File: src/rtl/pc_pkg.sv
// Shared types and constants for the program-counter generator.
// Build option: PC_MISALIGN_TRAP_EN (trap on misaligned jump/branch targets).
package pc_pkg;

    typedef enum logic [1:0] {
        CTRL_TRANSFER_NONE   = 2'd0,
        CTRL_TRANSFER_JUMP   = 2'd1,
        CTRL_TRANSFER_BRANCH = 2'd2
    } ctrl_transfer_e;

    typedef enum logic [1:0] {
        PC_BOOT = 2'd0,
        PC_RUN  = 2'd1,
        PC_HALT = 2'd2
    } pc_state_e;

    localparam logic [1:0] PC_ALIGN_MASK = 2'b11;

    function automatic logic pc_misaligned(input logic [1:0] lsb);
        return (lsb & PC_ALIGN_MASK) != 2'b00;
    endfunction

endpackage

File: src/rtl/pc_redirect_sel.sv
// Priority redirect select: trap > jump > taken branch.
// Build option: PC_MISALIGN_TRAP_EN selects trap-on-misalign vs force-align.
module pc_redirect_sel
    import pc_pkg::*;
#(
    parameter int XLEN = 32
) (
    input  logic [1:0]      ctrl_transfer_instr_i,
    input  logic [XLEN-1:0] ctrl_pc_i,
    input  logic [XLEN-1:0] offset_i,
    input  logic            branch_tkn_i,
    input  logic [XLEN-1:0] tgt_addr_i,
    input  logic            trap_i,
    input  logic [XLEN-1:0] trap_vec_i,
    output logic            redirect_o,
    output logic [XLEN-1:0] target_o,
`ifdef PC_MISALIGN_TRAP_EN
    output logic [XLEN-1:0] raw_tgt_o,
`endif
    output logic            misalign_o
);

    ctrl_transfer_e  ctrl;
    logic [XLEN-1:0] br_tgt;
    logic [XLEN-1:0] raw_tgt;
    logic            is_cf;

    assign ctrl   = ctrl_transfer_e'(ctrl_transfer_instr_i);
    assign br_tgt = ctrl_pc_i + offset_i;

    always_comb begin
        redirect_o = 1'b0;
        target_o   = '0;
        misalign_o = 1'b0;
        raw_tgt    = '0;
        is_cf      = 1'b0;
        priority case (1'b1)
            trap_i: begin
                redirect_o = 1'b1;
                target_o   = trap_vec_i;
            end
            (ctrl == CTRL_TRANSFER_JUMP): begin
                is_cf   = 1'b1;
                raw_tgt = tgt_addr_i;
            end
            (ctrl == CTRL_TRANSFER_BRANCH) && branch_tkn_i: begin
                is_cf   = 1'b1;
                raw_tgt = br_tgt;
            end
            default: ;
        endcase
        if (is_cf) begin
            redirect_o = 1'b1;
`ifdef PC_MISALIGN_TRAP_EN
            misalign_o = pc_misaligned(raw_tgt[1:0]);
            target_o   = misalign_o ? trap_vec_i : raw_tgt;
`else
            target_o   = raw_tgt & ~XLEN'(PC_ALIGN_MASK);
`endif
        end
    end

`ifdef PC_MISALIGN_TRAP_EN
    assign raw_tgt_o = raw_tgt;
`endif

endmodule

File: src/rtl/pc_gen.sv
// Fetch-address generator: BOOT/RUN/HALT FSM, valid/ready issue, redirects.
// Build option: PC_MISALIGN_TRAP_EN enables misaligned-target trapping.
module pc_gen
    import pc_pkg::*;
#(
    parameter int              XLEN      = 32,
    parameter logic [XLEN-1:0] RESET_VEC = '0,
    parameter int              ILEN      = 4
) (
    input  logic            clk,
    input  logic            rst_n,
    input  logic [1:0]      ctrl_transfer_instr_i,
    input  logic [XLEN-1:0] ctrl_pc_i,
    input  logic [XLEN-1:0] offset_i,
    input  logic            branch_tkn_i,
    input  logic [XLEN-1:0] tgt_addr_i,
    input  logic            trap_i,
    input  logic [XLEN-1:0] trap_vec_i,
    input  logic            halt_i,
    input  logic            pc_ready_i,
    output logic            pc_valid_o,
    output logic [XLEN-1:0] pc_o,
    output logic [XLEN-1:0] pc_plus4_o,
    output logic            redirect_o,
    output logic            misalign_o,
    output logic [XLEN-1:0] misalign_addr_o
);

    localparam logic [XLEN-1:0] ILEN_W = XLEN'(ILEN);

    pc_state_e       state_q, state_d;
    logic [XLEN-1:0] pc_q, pc_d;
    logic            redirect_q, redirect_d;
    logic            sel_redirect;
    logic [XLEN-1:0] sel_target;
    logic            sel_misalign;
    logic            accept;

`ifdef PC_MISALIGN_TRAP_EN
    logic [XLEN-1:0] sel_raw;
    logic            misalign_q, misalign_d;
    logic [XLEN-1:0] misalign_addr_q, misalign_addr_d;
`endif

    pc_redirect_sel #(
        .XLEN (XLEN)
    ) u_sel (
        .ctrl_transfer_instr_i (ctrl_transfer_instr_i),
        .ctrl_pc_i             (ctrl_pc_i),
        .offset_i              (offset_i),
        .branch_tkn_i          (branch_tkn_i),
        .tgt_addr_i            (tgt_addr_i),
        .trap_i                (trap_i),
        .trap_vec_i            (trap_vec_i),
        .redirect_o            (sel_redirect),
        .target_o              (sel_target),
`ifdef PC_MISALIGN_TRAP_EN
        .raw_tgt_o             (sel_raw),
`endif
        .misalign_o            (sel_misalign)
    );

    always_comb begin
        pc_valid_o = (state_q == PC_RUN) && !halt_i;
        accept     = pc_valid_o && pc_ready_i;
        state_d    = state_q;
        pc_d       = pc_q;
        redirect_d = sel_redirect;
        unique case (state_q)
            PC_BOOT: state_d = PC_RUN;
            PC_RUN: begin
                if (halt_i && !sel_redirect) state_d = PC_HALT;
            end
            PC_HALT: begin
                if (trap_i || !halt_i) state_d = PC_RUN;
            end
            default: state_d = PC_BOOT;
        endcase
        // Redirect beats the valid/ready hold and any increment.
        if (sel_redirect)
            pc_d = sel_target;
        else if (accept)
            pc_d = pc_q + ILEN_W;
    end

`ifdef PC_MISALIGN_TRAP_EN
    always_comb begin
        misalign_d      = sel_misalign;
        misalign_addr_d = misalign_addr_q;
        if (sel_misalign) misalign_addr_d = sel_raw;
    end
`endif

    always_ff @(posedge clk) begin
        if (!rst_n) begin
            state_q    <= PC_BOOT;
            pc_q       <= RESET_VEC;
            redirect_q <= 1'b0;
`ifdef PC_MISALIGN_TRAP_EN
            misalign_q      <= 1'b0;
            misalign_addr_q <= '0;
`endif
        end else begin
            state_q    <= state_d;
            pc_q       <= pc_d;
            redirect_q <= redirect_d;
`ifdef PC_MISALIGN_TRAP_EN
            misalign_q      <= misalign_d;
            misalign_addr_q <= misalign_addr_d;
`endif
        end
    end

    assign pc_o       = pc_q;
    assign pc_plus4_o = pc_q + ILEN_W;
    assign redirect_o = redirect_q;

`ifdef PC_MISALIGN_TRAP_EN
    assign misalign_o      = misalign_q;
    assign misalign_addr_o = misalign_addr_q;
`else
    logic unused_misalign;
    assign unused_misalign = sel_misalign;
    assign misalign_o      = 1'b0;
    assign misalign_addr_o = '0;
`endif

endmodule

File: config.mk
export PLATFORM = sky130hd
export DESIGN_NAME = pc_gen
export DESIGN_NICKNAME = d
export VERILOG_FILES = /design/src/rtl/pc_pkg.sv /design/src/rtl/pc_redirect_sel.sv /design/src/rtl/pc_gen.sv
export SDC_FILE = /design/constraint.sdc
export NUM_CORES = 1
export LEC_CHECK = 0
export BUFFER_PORTS_ARGS = -buffer_cell sky130_fd_sc_hd__buf_2
export CAP_MARGIN = 20
export CORE_ASPECT_RATIO = 0.6
export CORE_MARGIN = 2
export CORE_UTILIZATION = 40
export CTS_CLUSTER_DIAMETER = 120
export CTS_CLUSTER_SIZE = 25
export DETAILED_ROUTE_END_ITERATION = 12
export GPL_TIMING_DRIVEN = 0
export PLACE_DENSITY = 0.76
export SLEW_MARGIN = 40
export SYNTH_ARGS = -nofsm -noshare
export SYNTH_HDL_FRONTEND = slang
export SYNTH_SLANG_ARGS = --single-unit
File: constraint.sdc
create_clock -name clk -period 3.35 [get_ports clk]
set_input_delay 1.005 -clock clk [delete_from_list [all_inputs] [get_ports clk]]
set_output_delay 1.005 -clock clk [all_outputs]
set_load 0.05 [all_outputs]
==> impl_metrics.sql, run 1 <==
INSERT INTO impl_metrics (metric_group, metric, value, unit) VALUES
('route', 'drt_iter0_drc', '457', ''),
('route', 'vias', '5625', ''),
('yosys', 'yosys_warnings', '0', ''),
('setup_path', 'r2r.worst_path.cells', '10', ''),
('setup_path', 'cp_buf_inv_count', '1', ''),
('yosys', 'synth.yosys.seq_area_share', '15.5', '%'),
('power', 'seq_power_share', '24.9', '%'),
('yosys', 'synth_area_leader_cell', 'sky130_fd_sc_hd__dfxtp_1', ''),
('timing', 'layout_setup_ws', '0.0135', 'ns'),
('clock_network', 'cts_made_buffers', '5', ''),
('floorplan', 'floorplan.die.height', '86.2', 'µm'),
('yosys', 'syn-cell-area', '4510', 'µm²'),
('grt', 'grt_antenna_before_repair', '4', ''),
('floorplan', 'io_pins', '235', ''),
('setup_path', 'worst-endpoint-arrival', '2.33', 'ns'),
('layout', 'stdcell_count', '1017', ''),
('layout', 'final_core_utilization', '58.5', '%'),
('grt', 'globalRouteOverflowTotal', '0', ''),
('floorplan', 'die_area', '12200', 'µm²'),
('layout', 'design.final.nets', '1041', ''),
('timing', 'achievable_frequency', '300', 'MHz'),
('route', 'wl_per_cell', '17.5', 'µm'),
('layout', 'synthToLayoutAreaGrowth', '39.8', '%'),
('clock_network', 'cts_htree_levels', '2', ''),
('route', 'vias_per_cell', '5.53', ''),
('setup_path', 'crit_family', 'simple AND/OR/NAND/NOR gates', ''),
('clock_network', 'cts-root-to-sink-buffers', '2', ''),
('floorplan', 'floorplan.initialDensity', '41.8', '%'),
('timing', 'timing.final.hold_violations', '0', ''),
('setup_path', 'crit_path_top_delay_cell', 'sky130_fd_sc_hd__or4_4', ''),
('timing', 'hold-worst-slack', '0.506', 'ns'),
('grt', 'first_pass_grt_wire_length', '27.2', 'mm'),
('placement', 'post-place-ws', '-0.329', 'ns'),
('timing', 'setup_viol', '0', ''),
('min_path', 'hp-class', 'reg -> reg', ''),
('setup_path', 'timing.critical_path.required', '2.34', 'ns'),
('setup_path', 'timing.rr.end', 'pc_o[29]', ''),
('grt', 'first_global_vias', '5035', ''),
('clock_network', 'holdBufCountCts', '0', ''),
('yosys', 'avgSynthCellArea', '7.22', 'µm²'),
('status', 'run_status', 'finished, final reports clean', ''),
('placement', 'placed_area', '5910', 'µm²'),
('clock_network', 'clock-sinks', '35', ''),
('yosys', 'ranking_of_synthesized_cells_by_instance_count', '81 x sky130_fd_sc_hd__nand2_1, 46 x sky130_fd_sc_hd__nor2_1, 42 x sky130_fd_sc_hd__o21ai_0', ''),
('grt', 'grt_usage', '28.1', '%'),
('setup_path', 'crit_path_end', 'pc_plus4_o[29]', ''),
('timing', 'fin_crit', '3.34', 'ns'),
('clock_network', 'clkSlewWorstSetupHoldPaths', '0.06', 'ns'),
('timing', 'slew_headroom', '46.7', '%'),
('power', 'switchingPower', '0.976', 'mW'),
('setup_path', 'critPathMaxStageDelay', '0.55', 'ns'),
('timing', 'period_share', '99.6', '%'),
('yosys', 'synth_flop_cell', 'sky130_fd_sc_hd__dfxtp_1', ''),
('route', 'final_antenna_net_count', '0', ''),
('timing', 'final_max_slew_viol_count', '0', ''),
('yosys', 'most_common_cell_in_the_synthesized_netlist', 'sky130_fd_sc_hd__nand2_1', ''),
('layout', 'postLayoutCellArea', '6300', 'µm²'),
('job', 'max-cap-violations', '0', ''),
('placement', 'gp_routability_congestion', '0.946', ''),
('route', 'final_routed_wirelength_across_all_metal_layers', '17.8', 'mm'),
('setup_path', 'critical_path_fanout_max', '5', ''),
('route', 'detailedRoute.firstPassIterationCount', '5', ''),
('setup_path', 'critical_path_depth', '7', ''),
('setup_path', 'cp-end-kind', 'output port', ''),
('grt', 'grt_max_degree', '12', ''),
('floorplan', 'die_w', '141', 'µm'),
('yosys', 'synth-async-reset-ratio', '0', '%'),
('setup_path', 'timing.critical_path.cells', 'and4_4 > and4_4 > nand2_8 > or4_4 > nor2_4 > xor2_4 > buf_6', ''),
('power', 'gate_power_share', '53.0', '%'),
('power', 'netSwitchingFraction', '47.3', '%'),
('yosys', 'count_of_flip_flops_with_a_built_in_enable_after_synthesis', '0', '');
-- layout by cell type, fill, tap and decap left out, types with 6 or more instances in the layout --
cell type and instances:
sky130_fd_sc_hd__dfxtp_2 6, sky130_fd_sc_hd__nor2b_1 7, sky130_fd_sc_hd__nand3_1 27, sky130_fd_sc_hd__a221oi_1 8, sky130_fd_sc_hd__inv_1 9, sky130_fd_sc_hd__nand2_1 81, sky130_fd_sc_hd__a21oi_1 38, sky130_fd_sc_hd__clkbuf_1 22
sky130_fd_sc_hd__o221ai_1 9, sky130_fd_sc_hd__mux2i_1 8, sky130_fd_sc_hd__dfxtp_1 23, sky130_fd_sc_hd__a31oi_1 8, sky130_fd_sc_hd__nor3_1 13, sky130_fd_sc_hd__and2_1 9, sky130_fd_sc_hd__ha_1 30, sky130_fd_sc_hd__a22o_1 8
sky130_fd_sc_hd__and3_1 8, sky130_fd_sc_hd__a21o_1 14, sky130_fd_sc_hd__buf_2 195, sky130_fd_sc_hd__o21ai_0 42, sky130_fd_sc_hd__nand4_1 10, sky130_fd_sc_hd__dfxtp_4 6, sky130_fd_sc_hd__xnor2_1 34, sky130_fd_sc_hd__conb_1 33
sky130_fd_sc_hd__nor2_1 41, sky130_fd_sc_hd__xor2_1 30, sky130_fd_sc_hd__buf_4 51
-- worst min path at each step --
stage,to,cells past startpoint,slack (ns)
6_report,state_q[0],1,0.51
5_1_grt,state_q[0],1,0.54
4_1_cts,state_q[0],1,0.50
3_5_place_dp,state_q[0],1,0.49
3_3_place_gp,state_q[0],1,0.48
2_1_floorplan,state_q[0],1,0.46
-- layout make-up --
class | count | area [µm²]
Fill cell | 1061 | 4480
Multi-Input combinational cell | 550 | 3720
Timing Repair Buffer | 213 | 1130
Sequential cell | 35 | 731
Buffer | 60 | 367
Tap cell | 139 | 174
Clock buffer | 5 | 125
Inverter | 9 | 33.8
Clock inverter | 3 | 15.0
Antenna cell | 3 | 7.51
-- layer usage --
layer,share of wire (%),GRT usage [%]
met1,47,42.9
met2,41,41.0
met3,11,6.74
met4,0.67,3.09
met5,0.073,0
-- power by group through the flow --
stage	Clock, mW	Sequential (mW)	Combinational, mW
2_1_floorplan	0	0.622	0.654
3_3_place_gp	0	0.519	1.04
3_5_place_dp	0	0.521	1.05
4_1_cts	0.453	0.514	1.06
5_1_grt	0.476	0.519	1.17
6_report	0.455	0.514	1.09
-- repair_timing --
item | 4_1_cts | 5_1_grt
endpoints found under the setup margin | 14 | 14
pin swaps | 3 | 4
buffers inserted | 4 | 11
gates resized for setup | 17 | 21
-- flip-flops by register name, indices dropped and copies added, names as in the netlist --
register and count:
pc_o 32, state_q 2, redirect_o 1
-- metrics by stage --
stage	total power, mW	setup TNS [ns]
after floorplan	1.28	-0.0581
after global placement	1.56	-1.83
after detailed placement	1.57	-2.06
after CTS	2.03	0
after global routing	2.16	-0.0809
final	2.06	0
-- cell families (layout without fill, tap and decap cells) --
| group | Yosys count | after routing | share of synthesized area [%] |
|---|---|---|---|
| other | 1 | 36 | 0.0832 |
| XOR/XNOR | 72 | 72 | 14.0 |
| AO/OA/AOI/OAI | 171 | 171 | 25.5 |
| AND/OR/NAND/NOR | 234 | 234 | 25.2 |
| buffers and inverters | 71 | 290 | 9.08 |
| flip-flops | 35 | 35 | 15.5 |
| adder cells (fa/ha/maj) | 31 | 31 | 8.60 |
| multiplexers | 9 | 9 | 2.03 |
No activity file was read; power rests on OpenSTA's default activity.
==> run 2: changes to the inputs <==
SYNTH_HIERARCHICAL = 1   (was default)
==> run 2 against run 1 <==
  * Register-to-register slack improved by 0.65 ns
  * Sequential share of layout area decreased by 0.56 points
  * Critical path depth increased by 8
  * Global-route usage decreased by 2.0 points
  * Combinational power about the same
  * Final area increased by 1.6%
  * Worst setup slack improved by 0.0011 ns
  * Synthesized area increased by 0.83%
==> impl_metrics.sql, run 2 <==
INSERT INTO impl_metrics (metric_group, metric, value, unit) VALUES
('power', 'power-per-cell-area', '320', 'nW/µm²'),
('grt', 'grt_usage', '26.1', '%'),
('status', 'run_status', 'finished, final reports clean', ''),
('timing', 'fin_crit', '3.34', 'ns'),
('timing', 'final_max_slew_viol_count', '0', ''),
('yosys', 'avgSynthCellArea', '7.34', 'µm²'),
('clock_network', 'cts_htree_levels', '2', ''),
('placement', 'placed_cells_incl_taps', '994', ''),
('layout', 'multi_input_comb_area', '3810', 'µm²'),
('floorplan', 'rows', '30', ''),
('timing', 'layout_setup_ws', '0.0146', 'ns'),
('timing', 'hold-worst-slack', '0.563', 'ns'),
('placement', 'placement.io_buffers', '199', ''),
('timing', 'timing.final.hold_violations', '0', ''),
('layout', 'largest_reg_flops', '32', ''),
('layout', 'synthToLayoutAreaGrowth', '40.9', '%'),
('setup_path', 'crit_path_start_kind', 'input pin', ''),
('floorplan', 'io_pins', '235', ''),
('layout', 'final_cell_mix', '201 x sky130_fd_sc_hd__buf_2, 80 x sky130_fd_sc_hd__nand2_1, 52 x sky130_fd_sc_hd__a21oi_1, 47 x sky130_fd_sc_hd__buf_4, 38 x sky130_fd_sc_hd__xnor2_1', ''),
('floorplan', 'die_w', '142', 'µm'),
('placement', 'post-place-ws', '-0.514', 'ns'),
('setup_path', 'critical_path_fanout_max', '3', ''),
('yosys', 'yosys_warnings', '6', ''),
('power', 'seq_power_share', '24.6', '%'),
('power', 'switchingPower', '0.944', 'mW'),
('clock_network', 'clkSlewWorstSetupHoldPaths', '0.06', 'ns'),
('layout', 'seq_area', '707', 'µm²'),
('job', 'max-cap-violations', '0', ''),
('clock_network', 'cts_root_buffer', 'sky130_fd_sc_hd__clkbuf_16', ''),
('power', 'peakVddDrop', '0.000181', 'V'),
('timing', 'setup_viol', '0', ''),
('timing', 'grt_setup_unrepaired', 'true', ''),
('yosys', 'syn-cell-area', '4550', 'µm²'),
('setup_path', 'worst-endpoint-arrival', '3.56', 'ns'),
('layout', 'drive_above_1_share', '38.0', '%'),
('timing', 'period_share', '99.6', '%'),
('clock_network', 'tritoncts', 'done', ''),
('layout', 'n_fill_cell', '1082', ''),
('timing', 'clock-skew-final', '0.00714', 'ns'),
('setup_path', 'ff2ff_setup_slack', '1.49', 'ns'),
('route', 'drc', '0', ''),
('layout', 'layout.cells.most_common', 'sky130_fd_sc_hd__buf_2', ''),
('grt', 'grt_max_degree', '11', ''),
('clock_network', 'clock_insertion_delay_worst_skew', '0.29', 'ns'),
('timing', 'max_slew.worst_pin.slew', '0.591', 'ns'),
('timing', 'slew_headroom', '60.6', '%'),
('clock_network', 'clock-sinks', '35', ''),
('route', 'detailedRoute.firstPassIterationCount', '5', ''),
('setup_path', 'setup.worst_path.class', 'in -> reg', ''),
('grt', 'globalRouteOverflowTotal', '0', ''),
('power', 'share_clk_of_total_power', '22.8', '%'),
('route', 'vias_per_cell', '5.29', ''),
('layout', 'stdcell_count', '1010', ''),
('timing', 'setup-tns-final', '0', 'ns'),
('floorplan', 'fp.coreArea', '11200', 'µm²'),
('placement', 'gp_routability_congestion', '0.883', ''),
('clock_network', 'cts-root-to-sink-buffers', '2', ''),
('yosys', 'synth_cells', '619', ''),
('route', 'vias', '5347', ''),
('power', 'power.leakage', '3.04', 'nW'),
('timing', 'achievable_frequency', '300', 'MHz'),
('grt', 'grt_antenna_before_repair', '1', ''),
('power', 'power_report.internal_total', '1.10', 'mW'),
('setup_path', 'cp-end-kind', 'register', ''),
('setup_path', 'crit_path_end', 'pc_o[31]', ''),
('min_path', 'worstHoldPathCells', '2', ''),
('clock_network', 'cts_made_buffers', '5', ''),
('route', 'drt_iter0_drc', '364', ''),
('setup_path', 'worst_setup_path_startpoint', 'ctrl_pc_i[2]', ''),
('floorplan', 'die_area', '12300', 'µm²'),
('clock_network', 'holdBufCountCts', '0', ''),
('route', 'final_antenna_net_count', '0', ''),
('floorplan', 'floorplan.die.height', '86.6', 'µm'),
('route', 'wl_per_cell', '16.4', 'µm'),
('power', 'netSwitchingFraction', '46.1', '%'),
('floorplan', 'floorplan.initialDensity', '40.6', '%'),
('placement', 'hpwlAfterDp', '13.4', 'mm'),
('layout', 'design.final.nets', '1031', ''),
('route', 'final_routed_wirelength_across_all_metal_layers', '16.6', 'mm'),
('setup_path', 'r2r.worst_path.cells', '6', ''),
('min_path', 'hp-class', 'reg -> reg', ''),
('grt', 'first_global_vias', '4993', ''),
('setup_path', 'worst_r2r_startpoint', 'pc_o[4]', ''),
('power', 'gate_power_share', '52.6', '%'),
('setup_path', 'timing.rr.end', 'pc_o[25]', ''),
('grt', 'first_pass_grt_wire_length', '25.1', 'mm'),
('setup_path', 'timing.critical_path.required', '3.57', 'ns');
==> run 2: worst min-delay path by stage <==
stage          startpoint  slack (ns)    endpoint
4_1_cts        state_q[1]        0.57  state_q[1]
5_1_grt           pc_o[1]        0.60     pc_o[1]
3_5_place_dp      pc_o[1]        0.56     pc_o[1]
6_report          pc_o[1]        0.56     pc_o[1]
3_3_place_gp      pc_o[0]        0.55     pc_o[0]
2_1_floorplan  state_q[1]        0.52  state_q[1]
==> run 2: critical path: stages <==
cell                        delay, ns
sky130_fd_sc_hd__buf_6           0.10
sky130_fd_sc_hd__ha_4            0.27
sky130_fd_sc_hd__nand4_1         0.12
sky130_fd_sc_hd__a211oi_2        0.26
sky130_fd_sc_hd__o211ai_2        0.14
sky130_fd_sc_hd__a2111oi_4       0.42
sky130_fd_sc_hd__or2_1           0.21
sky130_fd_sc_hd__a21oi_2         0.10
sky130_fd_sc_hd__o311ai_4        0.26
sky130_fd_sc_hd__xnor2_2         0.10
sky130_fd_sc_hd__o221ai_2        0.19
sky130_fd_sc_hd__nand2_1         0.09
sky130_fd_sc_hd__o21ai_0         0.09
sky130_fd_sc_hd__nand2_1         0.07
sky130_fd_sc_hd__mux2i_1         0.14
==> run 2: repair_timing <==
action | 4_1_cts | 5_1_grt
pin swaps | 14 | 8
buffers inserted | 6 | 3
endpoints found under the setup margin | 16 | 27
gates cloned | 0 | 0
resized for setup | 26 | 30
==> run 2: power by group through the flow <==
stage | Combinational, mW | Sequential, mW | Clock [mW]
2_1_floorplan | 0.638 | 0.611 | 0
3_3_place_gp | 0.992 | 0.507 | 0
3_5_place_dp | 0.998 | 0.509 | 0
4_1_cts | 1.03 | 0.501 | 0.467
5_1_grt | 1.15 | 0.509 | 0.489
6_report | 1.08 | 0.504 | 0.467
==> run 2: final cells by class <==
class	count	area share [%]
multi-input cells	527	59.5
clock inverters	1	0.0782
clock buffers	7	2.07
inverters	18	1.06
repair buffers	208	17.0
well taps	144	2.81
flip-flops and latches	35	11.0
diodes	1	0.0391
plain buffers	69	6.41
==> run 2: metal layers <==
metal	GRT usage, %	vias to the layer above	wire, µm
met1	36.6	2451	7830
met3	5.36	22	1290
met2	41.5	230	7200
met4	6.09	0	227
met5	0	-	0
li1	-	2644	-
==> run 2: metrics by stage <==
step	util [%]	cell area (µm²)	power (mW)
6_report	57.2	6400	2.05
3_3_place_gp	53.1	5940	1.50
2_1_floorplan	-	4770	1.25
4_1_cts	55.8	6240	2.00
3_5_place_dp	53.1	5940	1.51
5_1_grt	57.2	6400	2.15
==> run 3: changes to the inputs <==
PLACE_DENSITY = 0.72   (was 0.76)
==> run 3 against run 2 <==
  * Sequential share of layout area about the same
  * Final area up 0.14%
  * Clock power down 5.4%
  * Routed wire length down 3.1%
  * Sequential power about the same
  * Flip-flop and latch count unchanged
  * Fmax down 0.17%
  * Core utilization up 0.078 points
  * Worst setup slack worse by 0.0057 ns
  * Via count down 1.2%
  * Global-route usage down 0.93 points
  * First-iteration DRC count down 17%
==> impl_metrics.sql, run 3 (synthesis gave the netlist of run 2 again) <==
INSERT INTO impl_metrics (metric_group, metric, value, unit) VALUES
('layout', 'antenna-diode-count', '0', ''),
('layout', 'synthToLayoutAreaGrowth', '41.1', '%'),
('timing', 'setup-tns-final', '0', 'ns'),
('status', 'run_status', 'finished, final reports clean', ''),
('grt', 'globalRouteOverflowTotal', '0', ''),
('setup_path', 'cp-end-kind', 'register', ''),
('setup_path', 'timing.rr.end', 'pc_o[27]', ''),
('timing', 'clock-skew-final', '0.00351', 'ns'),
('clock_network', 'cts-root-to-sink-buffers', '2', ''),
('timing', 'period_share', '99.7', '%'),
('timing', 'timing.final.hold_violations', '0', ''),
('timing', 'slew_headroom', '57.6', '%'),
('floorplan', 'rows', '30', ''),
('layout', 'final_cell_mix', '201 x sky130_fd_sc_hd__buf_2, 80 x sky130_fd_sc_hd__nand2_1, 51 x sky130_fd_sc_hd__a21oi_1, 47 x sky130_fd_sc_hd__buf_4, 39 x sky130_fd_sc_hd__xnor2_1', ''),
('min_path', 'worstHoldPathCells', '2', ''),
('power', 'peakVddDrop', '0.000184', 'V'),
('job', 'max-cap-violations', '0', ''),
('clock_network', 'cts_htree_levels', '2', ''),
('clock_network', 'cts_made_buffers', '5', ''),
('layout', 'stdcell_count', '1007', ''),
('layout', 'postLayoutCellArea', '6410', 'µm²'),
('route', 'final_antenna_net_count', '0', ''),
('route', 'detailedRoute.firstPassIterationCount', '4', ''),
('timing', 'max_slew.worst_pin.slew', '0.636', 'ns'),
('min_path', 'hp-class', 'reg -> reg', ''),
('layout', 'design.final.nets', '1031', ''),
('timing', 'fin_crit', '3.34', 'ns'),
('layout', 'n_fill_cell', '1053', ''),
('timing', 'final_max_slew_viol_count', '0', ''),
('setup_path', 'setup.worst_path.class', 'in -> reg', ''),
('floorplan', 'fp.coreArea', '11200', 'µm²'),
('layout', 'drive_above_1_share', '38.2', '%'),
('floorplan', 'io_pins', '235', ''),
('placement', 'gp_routability_congestion', '0.903', ''),
('grt', 'first_global_vias', '4747', ''),
('placement', 'placed_area', '5940', 'µm²'),
('floorplan', 'floorplan.die.height', '86.6', 'µm'),
('route', 'final_routed_wirelength_across_all_metal_layers', '16.0', 'mm'),
('setup_path', 'worst_r2r_startpoint', 'pc_o[15]', ''),
('route', 'vias', '5284', ''),
('route', 'drt_iter0_drc', '301', ''),
('power', 'power.leakage', '3.02', 'nW'),
('grt', 'grt_antenna_before_repair', '0', ''),
('setup_path', 'timing.critical_path.required', '3.50', 'ns'),
('setup_path', 'ff2ff_setup_slack', '1.50', 'ns'),
('placement', 'placement.io_buffers', '199', ''),
('floorplan', 'die_area', '12300', 'µm²'),
('clock_network', 'cts_root_buffer', 'sky130_fd_sc_hd__clkbuf_16', ''),
('clock_network', 'clock_insertion_delay_worst_skew', '0.28', 'ns'),
('setup_path', 'crit_path_start_kind', 'input pin', ''),
('min_path', 'worst_hold_path.endpoint', 'pc_o[0]', ''),
('placement', 'hpwlAfterDp', '13.1', 'mm'),
('clock_network', 'clkSlewWorstSetupHoldPaths', '0.05', 'ns'),
('grt', 'first_pass_grt_wire_length', '24.3', 'mm'),
('clock_network', 'clock-sinks', '35', ''),
('power', 'power-per-cell-area', '315', 'nW/µm²'),
('layout', 'largest_reg_flops', '32', ''),
('layout', 'layout.cells.most_common', 'sky130_fd_sc_hd__buf_2', ''),
('timing', 'grt_setup_unrepaired', 'true', ''),
('grt', 'grt_usage', '25.2', '%'),
('grt', 'grt_max_degree', '11', ''),
('layout', 'final_core_utilization', '57.3', '%'),
('setup_path', 'worst-endpoint-arrival', '3.49', 'ns'),
('timing', 'achievable_frequency', '299', 'MHz'),
('route', 'vias_per_cell', '5.25', ''),
('timing', 'setup_viol', '0', ''),
('placement', 'placed_cells_incl_taps', '994', ''),
('route', 'drc', '0', ''),
('route', 'wl_per_cell', '15.9', 'µm'),
('clock_network', 'tritoncts', 'done', ''),
('setup_path', 'r2r.worst_path.cells', '5', ''),
('floorplan', 'die_w', '142', 'µm'),
('floorplan', 'floorplan.initialDensity', '40.6', '%'),
('setup_path', 'critical_path_fanout_max', '3', ''),
('clock_network', 'holdBufCountCts', '0', ''),
('min_path', 'holdCritStartpoint', 'pc_o[0]', '');
run 3: how the worst max path moves through the flow:
stage	slack (ns)	endpoint	startpoint
after floorplan	-0.07	pc_plus4_o[26]	pc_o[2]
after global placement	-0.53	pc_o[26]	ctrl_pc_i[14]
after detailed placement	-0.50	pc_o[26]	ctrl_pc_i[14]
after CTS	-0.01	pc_o[27]	ctrl_pc_i[2]
after global routing	-0.14	pc_o[24]	offset_i[2]
final	0.009	pc_o[24]	ctrl_pc_i[2]
run 3: repair_timing:
| action | in CTS | in global routing |
|---|---|---|
| buffers inserted | 6 | 3 |
| resized for setup | 27 | 36 |
| pin swaps | 12 | 14 |
| cloned | 0 | 0 |
| setup endpoints to repair | 17 | 26 |
run 3: through the flow:
step                worst slack [ns]  hold slack (ns)  total power [mW]
floorplan                    -0.0728            0.522              1.25
global placement              -0.526            0.556              1.50
detailed placement            -0.497            0.554              1.50
CTS                          -0.0149            0.563              1.98
global route                  -0.135            0.577              2.13
finish                       0.00884            0.565              2.02
run 3: routing by layer:
| metal | GRT usage (%) | vias to the layer above | wire (µm) |
|---|---|---|---|
| met3 | 4.42 | 16 | 1140 |
| met5 | 0 | - | 0 |
| li1 | - | 2642 | - |
| met4 | 4.18 | 0 | 170 |
| met1 | 36.4 | 2408 | 7810 |
| met2 | 40.0 | 218 | 6910 |
run 3: worst max-delay path, stage by stage:
cell and delay, ns:
sky130_fd_sc_hd__buf_6 0.09, sky130_fd_sc_hd__ha_4 0.27, sky130_fd_sc_hd__nand4_1 0.11, sky130_fd_sc_hd__a211oi_2 0.31, sky130_fd_sc_hd__o211ai_2 0.16, sky130_fd_sc_hd__a2111oi_4 0.37, sky130_fd_sc_hd__buf_4 0.20, sky130_fd_sc_hd__o21ai_4 0.10
sky130_fd_sc_hd__o21ai_2 0.18, sky130_fd_sc_hd__a21oi_2 0.08, sky130_fd_sc_hd__xor2_1 0.24, sky130_fd_sc_hd__o221ai_2 0.13, sky130_fd_sc_hd__o21ai_1 0.18, sky130_fd_sc_hd__a21oi_1 0.06
run 3: layout make-up:
| cell class | instances | area (µm²) | area share, % |
|---|---|---|---|
| clock buffer | 6 | 129 | 2.01 |
| tap | 144 | 180 | 2.81 |
| inverter | 18 | 67.6 | 1.05 |
| multi-input combinational | 527 | 3830 | 59.7 |
| sequential | 35 | 707 | 11.0 |
| buffer | 69 | 408 | 6.36 |
| timing repair buffer | 208 | 1090 | 17.0 |
run 3: where the power goes:
part           switching [mW]  internal, mW  total [mW]
sequential             0.0533         0.451       0.504
clock                   0.174         0.267       0.442
combinational           0.697         0.378        1.08
